==> src/rtl/fetch_unit.sv <==
// rtl/fetch_unit.sv - instruction fetch stage with credit-limited in-order queue (option: FETCH_MISALIGN_TRAP_EN)
module fetch_unit #(
    parameter int unsigned DEPTH     = 2,
    parameter logic [31:0] RESET_PC  = 32'h0000_0000,
    parameter logic [31:0] NOP_INSTR = 32'h0000_0013
) (
    input  logic        clk,
    input  logic        rst,
    input  logic        stall,
    input  logic        squash,
    input  logic [31:0] redirect_pc,
    output logic        imem_req,
    output logic [31:0] imem_addr,
    input  logic        imem_ack,
    input  logic        imem_rvalid,
    input  logic [31:0] imem_rdata,
    output logic [31:0] instr,
    output logic [31:0] instr_pc,
    output logic        instr_valid,
    output logic        fetch_fault
);

    // Counter width holds outstanding + queued (up to 2*DEPTH) without overflow.
    localparam int CW = $clog2(DEPTH + 1) + 1;
    localparam int PW = (DEPTH > 1) ? $clog2(DEPTH) : 1;
    localparam logic [CW-1:0] DEPTH_C = CW'(DEPTH);
    localparam logic [CW-1:0] ONE_C   = CW'(1);

`ifdef FETCH_MISALIGN_TRAP_EN
    typedef enum logic {ST_RUN = 1'b0, ST_FAULT = 1'b1} state_t;
`else
    typedef enum logic {ST_RUN = 1'b0} state_t;
`endif

    state_t          state_q, state_d;
    logic [31:0]     pc_q;
    logic [31:0]     resp_pc_q;     // PC of the next response that will be kept
    logic [CW-1:0]   outst_q;
    logic [CW-1:0]   drop_q;
    logic [CW-1:0]   q_count;
    logic [PW-1:0]   rd_ptr, wr_ptr;
    logic [31:0]     q_data [DEPTH];
    logic [31:0]     q_pc   [DEPTH];
    logic [31:0]     instr_q, instr_pc_q;
    logic            instr_valid_q;

    logic            run;
    logic            ack_hs;
    logic            resp_keep;
    logic            resp_drop;
    logic            advance;
    logic            pop;
    logic            push;
    logic [31:0]     redirect_target;

    function automatic logic [PW-1:0] ptr_inc(input logic [PW-1:0] p);
        return (p == PW'(DEPTH - 1)) ? '0 : p + 1'b1;
    endfunction

    // Redirect target: raw address when trapping, word-aligned otherwise.
`ifdef FETCH_MISALIGN_TRAP_EN
    assign redirect_target = redirect_pc;
`else
    assign redirect_target = redirect_pc & 32'hFFFF_FFFC;
`endif

    assign run       = (state_q == ST_RUN);
    assign ack_hs    = imem_req & imem_ack;
    // A response arriving with a squash is always discarded, never enqueued.
    assign resp_keep = imem_rvalid & (drop_q == '0) & run & ~squash;
    assign resp_drop = imem_rvalid & (drop_q != '0);
    assign advance   = ~stall & ~squash;
    assign pop       = advance & run & (q_count != '0);
    // When the queue is empty and the output advances, the response bypasses the queue.
    assign push      = resp_keep & ~(advance & (q_count == '0));
    assign imem_addr = pc_q;

    assign instr       = instr_q;
    assign instr_pc    = instr_pc_q;
    assign instr_valid = instr_valid_q;

    // State register.
    always_ff @(posedge clk) begin
        if (rst) begin
            state_q <= ST_RUN;
        end else begin
            state_q <= state_d;
        end
    end

    // Next state, request issue under the credit limit, fault flag.
    always_comb begin
        state_d     = state_q;
        imem_req    = 1'b0;
        fetch_fault = 1'b0;
        if (run && !squash && !rst && ((outst_q + q_count) < DEPTH_C)) begin
            imem_req = 1'b1;
        end
`ifdef FETCH_MISALIGN_TRAP_EN
        fetch_fault = (state_q == ST_FAULT);
        if (squash) begin
            state_d = (redirect_pc[1:0] != 2'b00) ? ST_FAULT : ST_RUN;
        end
`endif
    end

    // PC, response tracking, in-flight and drop counters, queue pointers, output register.
    always_ff @(posedge clk) begin
        if (rst) begin
            pc_q          <= RESET_PC;
            resp_pc_q     <= RESET_PC;
            outst_q       <= '0;
            drop_q        <= '0;
            q_count       <= '0;
            rd_ptr        <= '0;
            wr_ptr        <= '0;
            instr_q       <= NOP_INSTR;
            instr_pc_q    <= 32'h0;
            instr_valid_q <= 1'b0;
        end else begin
            outst_q <= outst_q + CW'(ack_hs) - CW'(imem_rvalid);

            if (squash) begin
                pc_q      <= redirect_target;
                resp_pc_q <= redirect_target;
                // Everything still in flight after this cycle's response is stale.
                drop_q    <= outst_q - CW'(imem_rvalid);
                q_count   <= '0;
                rd_ptr    <= '0;
                wr_ptr    <= '0;
            end else begin
                if (ack_hs) begin
                    pc_q <= pc_q + 32'd4;
                end
                if (resp_keep) begin
                    resp_pc_q <= resp_pc_q + 32'd4;
                end
                if (resp_drop) begin
                    drop_q <= drop_q - ONE_C;
                end
                if (push) begin
                    wr_ptr <= ptr_inc(wr_ptr);
                end
                if (pop) begin
                    rd_ptr <= ptr_inc(rd_ptr);
                end
                q_count <= q_count + CW'(push) - CW'(pop);
            end

            if (squash || !run) begin
                instr_q       <= NOP_INSTR;
                instr_valid_q <= 1'b0;
            end else if (advance) begin
                if (q_count != '0) begin
                    instr_q       <= q_data[rd_ptr];
                    instr_pc_q    <= q_pc[rd_ptr];
                    instr_valid_q <= 1'b1;
                end else if (resp_keep) begin
                    instr_q       <= imem_rdata;
                    instr_pc_q    <= resp_pc_q;
                    instr_valid_q <= 1'b1;
                end else begin
                    instr_q       <= NOP_INSTR;
                    instr_valid_q <= 1'b0;
                end
            end
        end
    end

    // Queue storage; contents are qualified by q_count so no reset is needed.
    always_ff @(posedge clk) begin
        if (push) begin
            q_data[wr_ptr] <= imem_rdata;
            q_pc[wr_ptr]   <= resp_pc_q;
        end
    end

`ifndef SYNTHESIS
    // The credit limit must make a push into a full queue impossible.
    assert property (@(posedge clk) disable iff (rst) !(push && (q_count == DEPTH_C)));
`endif

endmodule

==> config.mk <==
export PLATFORM = sky130hd
export DESIGN_NAME = fetch_unit
export DESIGN_NICKNAME = d
export VERILOG_FILES = /design/src/rtl/fetch_unit.sv
export SDC_FILE = /design/constraint.sdc
export NUM_CORES = 1
export LEC_CHECK = 0
export ABC_AREA = 1
export BUFFER_PORTS_ARGS = -buffer_cell sky130_fd_sc_hd__buf_2
export CAP_MARGIN = 25
export CORE_MARGIN = 2
export CORE_UTILIZATION = 60
export DETAILED_ROUTE_END_ITERATION = 7
export GPL_TIMING_DRIVEN = 1
export PLACE_DENSITY = 0.9
export SLEW_MARGIN = 20
export SYNTH_ARGS = -nofsm -noshare
export SYNTH_HDL_FRONTEND = slang
export SYNTH_SLANG_ARGS = --single-unit
==> constraint.sdc <==
create_clock -name clk -period 9.68 [get_ports clk]
set_clock_uncertainty 0.2 [all_clocks]
set_input_delay 1.936 -clock clk [delete_from_list [all_inputs] [get_ports clk]]
set_output_delay 1.936 -clock clk [all_outputs]
set_load 0.02 [all_outputs]
# Yosys cells after proc, flatten, opt, wreduce, memory -nomap -nowiden
# Memory sizes are Yosys's and may differ from the RTL's. A register that Yosys moved wholly into a read port is not among the register bits.
# Cells that the tools add are included.
# totals
regBits	140
ramBits	128
in_bits	70
output_inout_bits	99
elab_cells	72
n_memories	2
# op_classes
add_sub_neg	11
order_cmp	1
muxes	21
bitwise	11
n_reduce_logical	14
# memory_table
memory	depth	width	rd	rd_ports_with_merged_regs	write_ports	line_no	rtl
q_data	2	32	1	1	1	42	logic [31:0] q_data [DEPTH];
q_pc	2	32	1	1	1	43	logic [31:0] q_pc [DEPTH];
# op_table
cell	n
32-bit two-way mux	8
32-bit by 3-bit adder with 32-bit output (second input constant)	2
1-bit two-way mux	11
3-bit by 1-bit subtractor with 3-bit output	3
1-bit AND	8
2-bit nonzero test	4
3-bit by 1-bit adder with 3-bit output	2
3-bit logical NOT	2
3-bit two-way mux	2
3-bit nonzero test	2
3-bit adder	1
3-bit by 2-bit less-than comparator with 1-bit output (second input constant)	1
1-bit inverter	3
3-bit AND reduction	1
3-bit by 1-bit subtractor with 3-bit output (second input constant)	1
1-bit adder (second input constant)	2
1-bit logical AND	2
1-bit logical NOT	2
2-bit OR reduction	1

# Longest topological paths before layout
# depth
depth_word	7
mapped_depth	14
mapped_depth_nobuf	13

# Worst setup path after synthesis
# No wires, ideal clock.
# synth_timing
path_type	input port to flip-flop
from	input imem_rvalid
to	memory q_data[1][0], enable pin
setup_ns	0.484
arrival_time_ns	5.023
t_required_ns	8.996
setup_slack_ns	3.974
cell_stages	4
path_buffers	0
path_cell_list	nand3_2 -> nor2_4 -> nand2_1 -> nor2_1
# synth_via
elab_chain_cells	5
# synth_lines
item	line_no	rtl
from (decl)	15	input logic imem_rvalid,
1-bit AND (2 in a row)	70	assign resp_keep = imem_rvalid & (drop_q == '0) & run & ~squash;
1-bit AND	75	assign push = resp_keep & ~(advance & (q_count == '0));
1-bit two-way mux	172	if (push) begin
1-bit two-way mux (not written as such)	173	q_data[wr_ptr] <= imem_rdata;
to (decl)	42	
# Every way passes these cells.

# Worst setup path in the final report
# layout_timing
from	input rst
to	output imem_req
# layout_via
elab_chain_cells	4
# layout_lines
item	line_no	rtl
from (decl)	8	input logic rst,
1-bit logical NOT	96	if (run && !squash && !rst && ((outst_q + q_count) < DEPTH_C)) begin
1-bit logical AND (2 in a row)	96	
1-bit two-way mux	96	
to (decl)	12	output logic imem_req,
# Every way passes these cells.

==> flow_summary_export.csv <==
group,metric,value,unit
worst_setup_path,cp_data_arrival_time,3.95,ns
global_route,grt_antenna_before_repair,1,
final_layout,area_growth,15.2,%
synthesis,synth_top_area_cell,"edfxtp_1",
synthesis,yosysWarnings,0,
worst_setup_path,crit_type,"primary input to output port",
synthesis,yosysUniqueCellTypes,48,
power_and_ir_drop,powerDensity,186,nW/um^2
worst_hold_path,hold_path.class,"flop to flop",
clock_tree,cts_setup_buffers,0,
clock_tree,cts.sinks,259,
job,maxCapViolations,0,
detailed_routing,wl_met2,15100,microns
clock_tree,clk_latency,0.53,ns
detailed_routing,antenna_left,0,
detailed_routing,viasPerCell,5.68,
power_and_ir_drop,p_seq_share,48.5,%
final_layout,nNetsFinal,1661,
sta,rsz0062_at_grt,"no",
worst_setup_path,crit_path_end,"imem_req",
power_and_ir_drop,p_leak,5.56,nW
worst_setup_path,crit_path_end_kind,"output port",
worst_setup_path,r2r_cells,8,
worst_setup_path,critPathRequiredTime,7.54,ns
sta,period_needed,6.08,ns
synthesis,yosysMostFrequentCell,"nand2_1",
clock_tree,htreeDepth,1,
floorplan,die_h,146,microns
power_and_ir_drop,switchingPower,657,uW
final_layout,nFillCells,1476,
detailed_routing,met3WireLength,2900,microns
detailed_routing,vias,10600,
synthesis,avgSynthCellArea,8.35,sq um
synthesis,synthTopCellsByArea,"edfxtp_1 31%, dfxtp_1 22%, nand2_1 14%",
synthesis,synthTopCellsByCount,"463 x nand2_1, 135 x dfxtp_1, 134 x nor2_1",
worst_setup_path,rrSetupSlack,6.17,ns
place,gp_congestion,0.925,
synthesis,synth-async-reset-ratio,0,%
clock_tree,hold_buffers,0,
place,dp.cells,1814,
clock_tree,clk_pin_slew,0.06,ns
worst_setup_path,rr_endpoint,"q_pc[1][17]",
floorplan,die_area,21200,sq um
worst_setup_path,crit_start,"rst",
sta,tightestPinTransition,1.03,ns
sta,timing.hold.ws,0.268,ns
floorplan,start_util,61.4,%
synthesis,synth_edf_count,124,
sta,hold_viol,0,
sta,max_slew_margin,31.3,%
synthesis,dominantRegCellSynth,"dfxtp_1",
synthesis,netlist.area_leader.share,31.0,%
detailed_routing,route.detailed.drc,0,
clock_tree,cts_buffers,26,
final_layout,drive_gt1_share,15.4,%
power_and_ir_drop,vdd_drop_max,0.115,mV
sta,worst_slack,3.60,ns
sta,fin_crit_sh,62.8,%
floorplan,core,19600,sq um
power_and_ir_drop,clkPwrFrac,41.0,%
worst_setup_path,path_max_fanout,51,
synthesis,ys_seq_elements,259,
global_route,grt_pass1_vias,10200,
sta,maxSlewViolCount,0,
synthesis,netlist_area,12000,sq um
detailed_routing,dr.pass1.iters,5,
final_layout,stdcell_count,1863,
clock_tree,root_buffer,"clkbuf_16",
worst_setup_path,r2r_start,"q_count[1]",
synthesis,netlist_instances,1441,
sta,fin_tns_setup,0,ns
clock_tree,cts_tree,"built",
sta,fmax,164,MHz
synthesis,yosysSeqAreaShare,53.4,%
detailed_routing,drt-met1-wl,12600,microns
clock_tree,clockBufferDepth,3,
place,hpwl,20400,microns
floorplan,rows,51,
final_layout,fin_area,13900,sq um
global_route,grt_max_degree,64,
floorplan,ios,169,
worst_setup_path,worstSetupStartpointType,"primary input",
power_and_ir_drop,internal_power,1.92,mW
final_layout,antenna_cells,0,
floorplan,dieWidth,146,microns
global_route,grt-ovfl-total,0,
detailed_routing,drt_iter0_drc,1041,
detailed_routing,drt-total-wl,31400,microns
detailed_routing,drt-wirelength-per-cell,16.9,microns
place,placed_area,12900,sq um
detailed_routing,highest_layer,"met5",
power_and_ir_drop,p_comb_share,10.4,%
place,io_buffers,161,
sta,finalSetupViolCount,0,
power_and_ir_drop,netSwitchingFraction,25.5,%
place,pre_cts_slack,3.63,ns
global_route,grt_usage,28.9,%
global_route,grt_pass1_wl,50500,microns
clock_tree,ctsResizeCount,0,
status,status,"finished, final reports clean",
layout make-up:
type | instances | area [sq um] | share of cell area, %
repair buffers | 168 | 878 | 6.34
well taps | 265 | 332 | 2.39
clock inverters | 17 | 226 | 1.63
multi-input cells | 1010 | 4880 | 35.2
flip-flops and latches | 259 | 6430 | 46.4
clock buffers | 31 | 679 | 4.90
inverters | 113 | 433 | 3.12
power groups by stage:
stage               Combinational (mW)  Sequential (mW)  Clock, mW
detailed placement               0.261             1.27          0
floorplan                        0.160             1.28          0
CTS                              0.265             1.25       1.06
global route                     0.297             1.26       1.11
global placement                 0.253             1.27          0
finish                           0.269             1.25       1.06
routing by layer:
layer	global-route usage, %	vias up
li1	-	5045
met1	38.5	4916
met3	4.11	79
met5	0	-
met2	48.5	546
met4	10.6	2
metrics by stage:
stage | util, % | total power [mW]
floorplan | - | 1.44
global placement | 66.0 | 1.52
detailed placement | 66.0 | 1.53
CTS | 70.6 | 2.58
global route | 70.7 | 2.66
finish | 70.7 | 2.58
flip-flops by register name, summed over array words and instances, names as in the netlist, named ones only:
register     cells
drop_q           3
q_count          3
wr_ptr           1
q_pc            60
instr_valid      1
resp_pc_q       30
q_data          64
rd_ptr           1
imem_addr       30
instr           32
outst_q          3
instr_pc        30
logic make-up after synthesis:
family | after synthesis | synth area share [%]
AO/OA/AOI/OAI | 236 | 10.7
XOR/XNOR | 18 | 1.31
adder cells (fa/ha/maj) | 13 | 1.54
buffers and inverters | 176 | 6.26
flip-flops | 259 | 53.4
multiplexers | 26 | 2.16
other | 1 | 0.0312
AND/OR/NAND/NOR | 712 | 24.6
worst min-delay path by stage:
stage,startpoint,endpoint,slack [ns],cells past startpoint
final,instr_valid,instr_valid,0.27,2
after floorplan,rd_ptr,flop,0.23,1
after global placement,rd_ptr,flop,0.23,1
after CTS,instr_valid,instr_valid,0.27,2
after detailed placement,rd_ptr,rd_ptr,0.26,1
after global routing,instr_valid,instr_valid,0.28,2
critical path: stages:
cell and delay [ns]:
buf_2 0.76, inv_4 0.47, nand2_8 0.41, nor2_8 0.05, nand3_2 0.09, inv_1 0.04
buf_2 0.15
placed cells by master, fill, tap and decap left out, drive strengths merged, types with 4 or more instances in the layout:
master  Yosys  routed
nand2     469     469
buf        27     168
nor2      145     145
dfxtp     135     135
edfxtp    124     124
inv       110     110
o21ai      95      95
a21oi      82      82
nand3      70      70
a31oi      43      43
clkbuf     36      31
mux2i      26      26
clkinv      3      14
xor2       12      12
nand4      11      11
ha         10      10
nor3        9       9
xnor2       6       6
nand3b      5       5
conb        1       5
bufinv      0       5
a21boi      4       4
(Power assumes the default switching activity.)
